==> config.mk <==
export PLATFORM = sky130hd
export DESIGN_NAME = stk_pipe_ad_inv_mc
export DESIGN_NICKNAME = d
export VERILOG_FILES = /design/src/rtl/stk_pkg.sv /design/src/rtl/queue_rf.sv /design/src/rtl/stk_inv_ctx.sv /design/src/rtl/stk_pipe_ad_inv_mc.sv
export SDC_FILE = /design/constraint.sdc
export NUM_CORES = 1
export LEC_CHECK = 0
export CORE_ASPECT_RATIO = 1.75
export CORE_MARGIN = 3
export CORE_UTILIZATION = 38
export CTS_BUF_LIST = sky130_fd_sc_hd__clkbuf_2
export CTS_CLUSTER_DIAMETER = 60
export DETAILED_ROUTE_END_ITERATION = 8
export PLACE_DENSITY = 0.64
export SETUP_SLACK_MARGIN = 0.02
export SLEW_MARGIN = 20
export SYNTH_ARGS = -nofsm -noshare
export SYNTH_HDL_FRONTEND = slang
export SYNTH_SLANG_ARGS = --single-unit
==> constraint.sdc <==
create_clock -name clk -period 9.5 [get_ports clk]
set_input_delay 1.425 -clock clk [delete_from_list [all_inputs] [get_ports clk]]
set_output_delay 1.425 -clock clk [all_outputs]
set_load 0.01 [all_outputs]
==> src/rtl/stk_pkg.sv <==
// Shared types and default sizing for the stk pipe AD-stage invalidation controller.
package stk_pkg;

    localparam int ENGS_N_DEF  = 4;
    localparam int CTX_N_DEF   = 2;
    localparam int QUEUE_N_DEF = 4;

    localparam int ENGID_W = $clog2(ENGS_N_DEF);
    localparam int CTXID_W = (CTX_N_DEF > 1) ? $clog2(CTX_N_DEF) : 1;

    typedef logic [ENGID_W-1:0] engid_t;
    typedef logic [CTXID_W-1:0] ctxid_t;

    typedef enum logic [1:0] {
        IDLE = 2'd0,
        REQ  = 2'd1,
        WAIT = 2'd2
    } ctx_state_t;

endpackage

==> src/rtl/queue_rf.sv <==
// Register-file FIFO; full/empty flags are registered from the next-state count.
module queue_rf #(
    parameter int N = 4,
    parameter int W = 2
) (
    input  logic         clk,
    input  logic         rst,
    input  logic         push,
    input  logic [W-1:0] push_dat,
    input  logic         pop,
    output logic [W-1:0] head,
    output logic         full_r,
    output logic         empty_r,
    output logic         empty_nxt
);

    localparam int AW = $clog2(N);

    logic [W-1:0]  mem [N];
    logic [AW-1:0] wptr_r;
    logic [AW-1:0] rptr_r;
    logic [AW:0]   cnt_r;
    logic [AW:0]   cnt_nxt;
    logic          push_ok;
    logic          pop_ok;

    // A push against a full queue is dropped even if a pop happens alongside it.
    always_comb begin
        push_ok   = push & ~full_r;
        pop_ok    = pop & ~empty_r;
        cnt_nxt   = cnt_r + (AW+1)'(push_ok) - (AW+1)'(pop_ok);
        empty_nxt = (cnt_nxt == '0);
    end

    // Pointers, occupancy and flags.
    always_ff @(posedge clk) begin
        if (rst) begin
            wptr_r  <= '0;
            rptr_r  <= '0;
            cnt_r   <= '0;
            full_r  <= 1'b0;
            empty_r <= 1'b1;
        end else begin
            if (push_ok) wptr_r <= wptr_r + 1'b1;
            if (pop_ok)  rptr_r <= rptr_r + 1'b1;
            cnt_r   <= cnt_nxt;
            full_r  <= (cnt_nxt == (AW+1)'(N));
            empty_r <= empty_nxt;
        end
    end

    // Entry storage carries no reset; occupancy alone decides validity.
    always_ff @(posedge clk) begin
        if (push_ok) mem[wptr_r] <= push_dat;
    end

    assign head = mem[rptr_r];

endmodule

==> src/rtl/stk_inv_ctx.sv <==
// One invalidation context: holds an engine id and walks IDLE -> REQ -> WAIT,
// looping back to REQ on each non-last uncached writeback round.
module stk_inv_ctx
    import stk_pkg::*;
#(
    parameter int EID_W = ENGID_W
) (
    input  logic             clk,
    input  logic             rst,
    input  logic             disp,
    input  logic [EID_W-1:0] disp_engid,
    input  logic             ack,
    input  logic             wrbk_vld,
    input  logic [EID_W-1:0] wrbk_engid,
    input  logic             wrbk_islast,
    output logic [1:0]       state,
    output logic [1:0]       state_nxt,
    output logic [EID_W-1:0] engid_r,
    output logic             kill,
    output logic             clr
);

    ctx_state_t state_r;
    ctx_state_t nxt;
    logic       hit;

    // Writeback hit decode and next-state selection.
    always_comb begin
        hit  = wrbk_vld && (state_r == WAIT) && (engid_r == wrbk_engid);
        kill = hit & ~wrbk_islast;
        clr  = hit & wrbk_islast;
        nxt  = state_r;
        case (state_r)
            IDLE:    if (disp) nxt = REQ;
            REQ:     if (ack)  nxt = WAIT;
            WAIT:    if (hit)  nxt = wrbk_islast ? IDLE : REQ;
            default: nxt = IDLE;
        endcase
    end

    // State register.
    always_ff @(posedge clk) begin
        if (rst) state_r <= IDLE;
        else     state_r <= nxt;
    end

    // Engine id is captured on dispatch only; meaningless while IDLE.
    always_ff @(posedge clk) begin
        if (disp) engid_r <= disp_engid;
    end

    assign state     = state_r;
    assign state_nxt = nxt;

endmodule

==> src/rtl/stk_pipe_ad_inv_mc.sv <==
// Multi-context engine invalidation controller: command queue, in-order dispatch
// to free contexts, and a locking round-robin arbiter for the single issue port.
module stk_pipe_ad_inv_mc
    import stk_pkg::*;
#(
    parameter int ENGS_N  = ENGS_N_DEF,
    parameter int CTX_N   = CTX_N_DEF,
    parameter int QUEUE_N = QUEUE_N_DEF
) (
    input  logic                          clk,
    input  logic                          rst,
    input  logic                          i_push,
    input  logic [$clog2(ENGS_N)-1:0]     i_push_dat,
    output logic                          o_full_r,
    output logic                          o_busy_r,
    input  logic                          i_iss_ack,
    output logic                          o_iss_req,
    output logic [$clog2(ENGS_N)-1:0]     o_iss_engid,
    input  logic                          i_wrbk_uc_vld_r,
    input  logic [$clog2(ENGS_N)-1:0]     i_wrbk_uc_engid_r,
    input  logic                          i_wrbk_uc_islast_r,
    output logic [ENGS_N-1:0]             o_active_set_d,
    output logic [ENGS_N-1:0]             o_active_clr_d,
    output logic                          o_rsp_inv_kill
);

    localparam int EID_W = $clog2(ENGS_N);
    localparam int CID_W = (CTX_N > 1) ? $clog2(CTX_N) : 1;

    function automatic logic [ENGS_N-1:0] onehot(input logic [EID_W-1:0] e);
        logic [ENGS_N-1:0] r;
        r    = '0;
        r[e] = 1'b1;
        return r;
    endfunction

    logic [EID_W-1:0] q_head;
    logic             q_empty_r;
    logic             q_empty_nxt;

    logic [1:0]       st     [CTX_N];
    logic [1:0]       st_nxt [CTX_N];
    logic [EID_W-1:0] eng_r  [CTX_N];
    logic [CTX_N-1:0] disp_vec;
    logic [CTX_N-1:0] ack_vec;
    logic [CTX_N-1:0] kill_vec;
    logic [CTX_N-1:0] clr_vec;
    logic [CTX_N-1:0] req_vec;

    logic             disp_any;
    logic             any_idle;
    logic             held;
    logic [CID_W-1:0] disp_idx;
    logic [CID_W-1:0] rr_ptr_r;
    logic             lock_r;
    logic [CID_W-1:0] lock_idx_r;
    logic [CID_W-1:0] rr_idx;
    logic [CID_W-1:0] sel;
    logic             found;
    int               k;
    logic             busy_nxt;

    queue_rf #(.N(QUEUE_N), .W(EID_W)) u_queue (
        .clk       (clk),
        .rst       (rst),
        .push      (i_push),
        .push_dat  (i_push_dat),
        .pop       (disp_any),
        .head      (q_head),
        .full_r    (o_full_r),
        .empty_r   (q_empty_r),
        .empty_nxt (q_empty_nxt)
    );

    for (genvar g = 0; g < CTX_N; g++) begin : g_ctx
        stk_inv_ctx #(.EID_W(EID_W)) u_ctx (
            .clk         (clk),
            .rst         (rst),
            .disp        (disp_vec[g]),
            .disp_engid  (q_head),
            .ack         (ack_vec[g]),
            .wrbk_vld    (i_wrbk_uc_vld_r),
            .wrbk_engid  (i_wrbk_uc_engid_r),
            .wrbk_islast (i_wrbk_uc_islast_r),
            .state       (st[g]),
            .state_nxt   (st_nxt[g]),
            .engid_r     (eng_r[g]),
            .kill        (kill_vec[g]),
            .clr         (clr_vec[g])
        );
    end

    // Dispatch the queue head to the lowest IDLE context unless its engine is already in flight.
    always_comb begin
        any_idle = 1'b0;
        held     = 1'b0;
        disp_idx = '0;
        for (int i = CTX_N - 1; i >= 0; i--) begin
            if (st[i] == IDLE) begin
                any_idle = 1'b1;
                disp_idx = CID_W'(i);
            end
        end
        for (int i = 0; i < CTX_N; i++) begin
            if ((st[i] != IDLE) && (eng_r[i] == q_head)) held = 1'b1;
        end
        disp_any = ~q_empty_r & any_idle & ~held;
        for (int i = 0; i < CTX_N; i++) begin
            disp_vec[i] = disp_any && (disp_idx == CID_W'(i));
        end
        o_active_set_d = disp_any ? onehot(q_head) : '0;
    end

    // Issue selection: first REQ context at or after the pointer, frozen while locked.
    always_comb begin
        found  = 1'b0;
        rr_idx = rr_ptr_r;
        k      = 0;
        for (int i = 0; i < CTX_N; i++) begin
            req_vec[i] = (st[i] == REQ);
        end
        for (int i = 0; i < CTX_N; i++) begin
            k = int'(rr_ptr_r) + i;
            if (k >= CTX_N) k = k - CTX_N;
            if (!found && req_vec[k]) begin
                found  = 1'b1;
                rr_idx = CID_W'(k);
            end
        end
        sel         = lock_r ? lock_idx_r : rr_idx;
        o_iss_req   = |req_vec;
        o_iss_engid = eng_r[sel];
        for (int i = 0; i < CTX_N; i++) begin
            ack_vec[i] = i_iss_ack && o_iss_req && (sel == CID_W'(i));
        end
    end

    // Round-robin pointer and grant lock.
    always_ff @(posedge clk) begin
        if (rst) begin
            rr_ptr_r   <= '0;
            lock_r     <= 1'b0;
            lock_idx_r <= '0;
        end else if (o_iss_req && i_iss_ack) begin
            lock_r   <= 1'b0;
            rr_ptr_r <= (sel == CID_W'(CTX_N - 1)) ? '0 : sel + 1'b1;
        end else if (o_iss_req) begin
            lock_r     <= 1'b1;
            lock_idx_r <= sel;
        end
    end

    // Writeback strobes; at most one context can hit per cycle.
    always_comb begin
        o_rsp_inv_kill = |kill_vec;
        o_active_clr_d = '0;
        busy_nxt       = ~q_empty_nxt;
        for (int i = 0; i < CTX_N; i++) begin
            if (clr_vec[i]) o_active_clr_d = o_active_clr_d | onehot(eng_r[i]);
            if (st_nxt[i] != IDLE) busy_nxt = 1'b1;
        end
    end

    // Busy flag registered from next-state occupancy.
    always_ff @(posedge clk) begin
        if (rst) o_busy_r <= 1'b0;
        else     o_busy_r <= busy_nxt;
    end

    a_no_push_when_full: assert property (@(posedge clk) disable iff (rst) !(i_push && o_full_r))
        else $error("push dropped while queue full");

endmodule
==> flow_summary_export.csv, run 1 <==
group,metric,value,unit
pwr,power.internal,0.3734,mW
clock_network,cts_tree,"built",
floorplanning,dieWidth,54.38,µm
timing,fin_setup_tns,0,ns
timing,clock_skew,0.008815,ns
setup_path,crit_type,"in -> out",
pwr,swShare,38.16,%
pwr,p_total,0.6037,mW
pwr,switchingPower,0.2304,mW
synthesis,synth-seq-cells,31,
synthesis,syn_area_per_cell,10.04,µm²
cells_and_area,num-fill-cells,388,
routing,postRouteWirelength,3149,µm
synthesis,ys.flop_type,"dfxtp_1",
global_routing,grt_pass1_wl,5368,µm
clock_network,cts_setup_buffers,0,
timing,tightest_slew,0.6083,ns
synthesis,ys_warn_count,0,
clock_network,clock_sinks,31,
placement,gp_congestion,0.7589,
floorplanning,core-area,0.003904,mm²
placement,port_buffers,23,
floorplanning,die_area,0.004930,mm²
routing,firstDrtPassIters,4,
cells_and_area,regArea,740.7,µm²
floorplanning,pin_count,24,
clock_network,clk_latency,0.36,ns
synthesis,syn-cell-area,0.001556,mm²
cells_and_area,layout_commonest_cell,"clkdlybuf4s50_1",
pwr,p_leak,0.7162,nW
cells_and_area,drive_gt1_share,7.143,%
clock_network,numCtsBuffers,5,
synthesis,synth_top_family_by_area,"simple AND/OR/NAND/NOR gates",
global_routing,overflow,0,
synthesis,synth_seq_area_share,47.59,%
pwr,pwr_density_cell,318.5,mW/mm²
cells_and_area,area_growth,21.78,%
synthesis,syn_nets,172,
setup_path,cp-end-kind,"primary output",
timing,drv_slew,0,
status,status,"finished, final reports clean",
pwr,clkPwrFrac,14.4,%
pwr,ir_worst_vdd,0.1682,mV
floorplanning,dieHeight,90.67,µm
timing,finalSetupViolCount,0,
clock_network,clock_path_buffers,2,
timing,finalCriticalPeriod,4.872,ns
synthesis,synth_compound_area_share,11.33,%
clock_network,root_buffer,"clkbuf_2",
setup_path,worstPathRequired,8.08,ns
routing,drc,0,
synthesis,synth-edff-count,12,
placement,dpl.hpwl,2496,µm
synthesis,synthMuxAreaShare,5.707,%
timing,slew-limit-headroom,59.10,%
global_routing,track_usage,14.76,%
pwr,power_frac_comb,49.1,%
global_routing,grt_pass1_vias,1245,
pwr,seqPwrFrac,36.6,%
floorplanning,num_rows,30,
cells_and_area,n_antenna_cell,0,
clock_network,cts_hold_buf,0,
synthesis,synthDistinctLibCells,39,
global_routing,grt_max_degree,17,
clock_network,clk_pin_slew,0.14,ns
timing,max_freq,0.2052,GHz
routing,vias,1217,
synthesis,synthAdderAreaFrac,6.109,%
timing,hold_viol_final,0,
synthesis,synth_cells,155,
hold_path,hp-class,"reg -> reg",
clock_network,ctsResizeCount,0,
synthesis,synth_xor_area_share,6.190,%
clock_network,cts_max_level,2,
synthesis,yosys.area_share.simple,19.21,%
run,maxCapViolCount,0,
routing,antenna_left,0,
timing,fin_crit_sh,51.29,%
floorplanning,start_util,39.87,%
setup_path,arrival,3.45,ns
setup_path,cp_max_fo,4,
global_routing,grt_antenna_before_repair,0,
synthesis,synthArstFlopShare,0,%
timing,rsz0062_at_grt,"no",
cells_and_area,multi_input_area,755.7,µm²
routing,viasPerCell,5.291,
routing,drtIter0Drc,12,
setup_path,start_kind,"input pin",
routing,wl_per_cell,13.69,µm
cells_and_area,nets,198,
cells_and_area,final_cell_mix,"clkdlybuf4s50_1, nor2_1, dfxtp_1",
[power by group through the flow]
stage	clock network [mW]	logic (mW)	registers, mW
after floorplan	0	0.209	0.211
after global placement	0	0.287	0.222
after detailed placement	0	0.299	0.224
after CTS	0.0900	0.302	0.221
after global routing	0.0951	0.339	0.226
final	0.0867	0.296	0.221
[path summary, 6_finish.rpt]
check	cells after the start	endpoint	startpoint	slack (ns)
max	7	o_active_clr_d[2]	i_wrbk_uc_engid_r[1]	4.63
min	2	lock_idx_r$_SDFFE_PP0P_	lock_idx_r$_SDFFE_PP0P_	0.59
max reg2reg	14	o_busy_r$_SDFF_PP0_	flop	5.83
min reg2reg	2	lock_idx_r$_SDFFE_PP0P_	lock_idx_r$_SDFFE_PP0P_	0.59
[cells by family after synthesis]
group	count (synthesis)
AND/OR/NAND/NOR	58
flip-flops	31
AO/OA/AOI/OAI	26
buffers and inverters	16
XOR/XNOR	11
adder cells (fa/ha/maj)	7
multiplexers	6
[sequential cells by signal, summed over array words and instances (netlist names), named ones only]
| signal | count |
|---|---|
| u_queue.mem | 8 |
| g_ctx.u_ctx.engid_r | 4 |
| g_ctx.u_ctx.state | 4 |
| u_queue.cnt_r | 3 |
| u_queue.rptr_r | 2 |
| u_queue.wptr_r | 2 |
| lock_idx_r | 1 |
| lock_r | 1 |
| o_busy_r | 1 |
| rr_ptr_r | 1 |
| u_queue.empty_r | 1 |
| u_queue.full_r | 1 |
[per-layer routing]
layer	global-route usage [%]	up-vias	wire (µm)	part of all wire, %
met5	0	-	0	0
met4	8.524	0	103	3.3
met3	3.636	11	143	4.5
met2	24.60	33	1727	55
met1	15.87	574	1175	37
li1	-	599	-	-
[worst max-delay path, stage by stage]
cell and delay (ns):
clkdlybuf4s50_1 0.52, xnor2_1 0.16, nand4_1 0.14, nor2_1 0.23
nand2_1 0.12, o32ai_1 0.26, clkdlybuf4s50_1 0.59
[cell usage after synthesis, types with 4 or more instances]
library cell  instances  area share (%)
nand2_1               7             1.7
edfxtp_1             12              23
inv_1                12             2.9
dfxtp_1              19              24
xnor2_1               9             5.1
clkbuf_1              4            0.96
a21oi_1               5             1.6
o21ai_0               5             1.6
nand4_1               4             1.6
and2_1                5             2.0
ha_1                  6             4.8
nor2_1               20             4.8
nor2b_1               6             2.4
[per-stage QoR]
stage,instances,utilization [%],worst slack [ns],hold WS (ns),area (µm²)
floorplan,155,-,5.728,0.4739,1556
global placement,222,46.92,4.734,0.4895,1832
detailed placement,222,46.92,4.654,0.5288,1832
CTS,230,48.56,4.635,0.5646,1896
global route,230,48.56,4.521,0.5876,1896
finish,230,48.56,4.628,0.5852,1896
[cell type report]
type | instances | share of cell area, %
Multi-Input combinational cell | 108 | 39.87
Sequential cell | 31 | 39.08
Timing Repair Buffer | 23 | 12.15
Tap cell | 48 | 3.168
Inverter | 12 | 2.376
Clock inverter | 3 | 2.046
Clock buffer | 5 | 1.320
Power figures use the tool's default switching activity.
==> run 2: changes to the inputs <==
- clock period: 9.5 -> 4.73 ns (I/O delays scaled with it)
==> flow_summary_export.csv, run 2 (same netlist as run 1, synthesis figures left out) <==
group,metric,value,unit
clock_network,numCtsBuffers,5,
placement,dpl_cell_area,0.001832,mm²
global_routing,overflow,0,
floorplanning,num_rows,30,
pwr,clkPwrFrac,14.6,%
timing,fin_crit_sh,75.96,%
pwr,ir_worst_vdd,0.5415,mV
cells_and_area,layout_commonest_cell,"clkdlybuf4s50_1",
cells_and_area,largest_reg_flops,8,
pwr,seqPwrFrac,36.7,%
status,status,"finished, final reports clean",
floorplanning,core-area,0.003904,mm²
clock_network,clock_path_buffers,2,
pwr,power.internal,0.7473,mW
setup_path,worstPathRequired,4.02,ns
routing,viasPerCell,5.126,
placement,gp_congestion,0.8106,
run,maxCapViolCount,0,
pwr,swShare,38.16,%
setup_path,cp_max_fo,8,
cells_and_area,fin_area,0.001896,mm²
floorplanning,die_area,0.004930,mm²
global_routing,grt_pass1_wl,5402,µm
hold_path,hp-class,"reg -> reg",
pwr,power_frac_comb,48.7,%
hold_path,min_from,"lock_idx_r$_SDFFE_PP0P_",
timing,finalSetupViolCount,0,
floorplanning,start_util,39.87,%
placement,dpl.hpwl,2502,µm
timing,rsz0062_at_grt,"no",
global_routing,track_usage,15.06,%
routing,postRouteWirelength,3151,µm
timing,tightest_slew,0.6154,ns
global_routing,grt_antenna_before_repair,0,
clock_network,ctsResizeCount,0,
routing,vias,1179,
routing,wl_met3,129,µm
floorplanning,pin_count,24,
global_routing,grt_max_degree,17,
cells_and_area,final_cell_mix,"clkdlybuf4s50_1, nor2_1, dfxtp_1",
setup_path,start_kind,"flop",
cells_and_area,num-fill-cells,379,
clock_network,clk_pin_slew,0.15,ns
timing,finalCriticalPeriod,3.593,ns
setup_path,cp-end-kind,"primary output",
pwr,switchingPower,0.4611,mW
timing,hold_viol_final,0,
global_routing,grt_pass1_vias,1233,
timing,max_freq,0.2783,GHz
pwr,pwr_density_cell,637.4,mW/mm²
placement,port_buffers,23,
routing,top_layer_used,"met4",
cells_and_area,drive_gt1_share,7.143,%
cells_and_area,n_antenna_cell,0,
clock_network,clk_latency,0.37,ns
routing,firstDrtPassIters,4,
setup_path,arrival,2.88,ns
routing,drtIter0Drc,25,
clock_network,cts_max_level,2,
cells_and_area,regMostFlops,"u_queue.mem",
routing,wl_per_cell,13.70,µm
clock_network,cts_hold_buf,0,
pwr,p_leak,0.7162,nW
placement,pre_cts_ws,1.142,ns
cells_and_area,area_growth,21.78,%
timing,slew-limit-headroom,58.62,%
cells_and_area,nets,198,
floorplanning,dieHeight,90.67,µm
routing,drc,0,
clock_network,root_buffer,"clkbuf_2",
routing,antenna_left,0,
routing,wl_met1,1155,µm
clock_network,cts_tree,"built",
timing,fin_setup_tns,0,ns
timing,setup_slack,1.137,ns
timing,clock_skew,0.02100,ns
clock_network,clock_sinks,31,
floorplanning,dieWidth,54.38,µm
routing,route.met2.wl,1779,µm
clock_network,cts_setup_buffers,0,
setup_path,crit_type,"reg -> out",
timing,drv_slew,0,
run 2: cell counts in the layout (fill, tap and decap cells not counted):
No cell type changed its count.
run 2: worst max-delay path: stages (launching register included):
cell and delay [ns]:
dfxtp_1 0.41, mux4_2 0.61, xnor2_1 0.16, o31a_1 0.35, nor2_1 0.28, and3b_2 0.25, clkdlybuf4s50_1 0.47
run 2: layer usage:
metal | GRT usage [%] | vias up
met4 | 7.484 | 0
met1 | 15.81 | 549
met5 | 0 | -
li1 | - | 595
met3 | 4.628 | 9
met2 | 25.50 | 26
run 2: path summary, 6_finish.rpt:
check	cells after the start	slack, ns	end
setup reg to reg	14	1.14	o_busy_r$_SDFF_PP0_
hold reg to reg	2	0.58	lock_idx_r$_SDFFE_PP0P_
hold / removal	2	0.58	lock_idx_r$_SDFFE_PP0P_
setup / recovery	6	1.14	o_active_set_d[3]
run 2: power groups by stage:
stage                     logic [mW]  registers, mW  clock network, mW
final                          0.589          0.444              0.176
after global placement         0.575          0.445                  0
after detailed placement       0.591          0.450                  0
after global routing           0.662          0.458              0.194
after CTS                      0.598          0.443              0.181
after floorplan                0.420          0.424                  0
run 2: layout make-up:
cell class / count / area (µm²) / share of cell area, %
Clock buffer: 5 / 25.02 / 1.320
Timing Repair Buffer: 23 / 230.2 / 12.15
Tap cell: 48 / 60.06 / 3.168
Multi-Input combinational cell: 108 / 755.7 / 39.87
Sequential cell: 31 / 740.7 / 39.08
Clock inverter: 3 / 38.79 / 2.046
Inverter: 12 / 45.04 / 2.376
run 2: stage by stage:
stage          total power, mW  instances  util (%)  hold slack, ns
6_report                 1.208        230     48.56          0.5802
5_1_grt                  1.314        230     48.56          0.6071
4_1_cts                  1.223        230     48.56          0.5828
3_5_place_dp             1.041        222     46.92          0.5489
3_3_place_gp             1.021        222     46.92          0.4992
2_1_floorplan           0.8441        155         -          0.4739
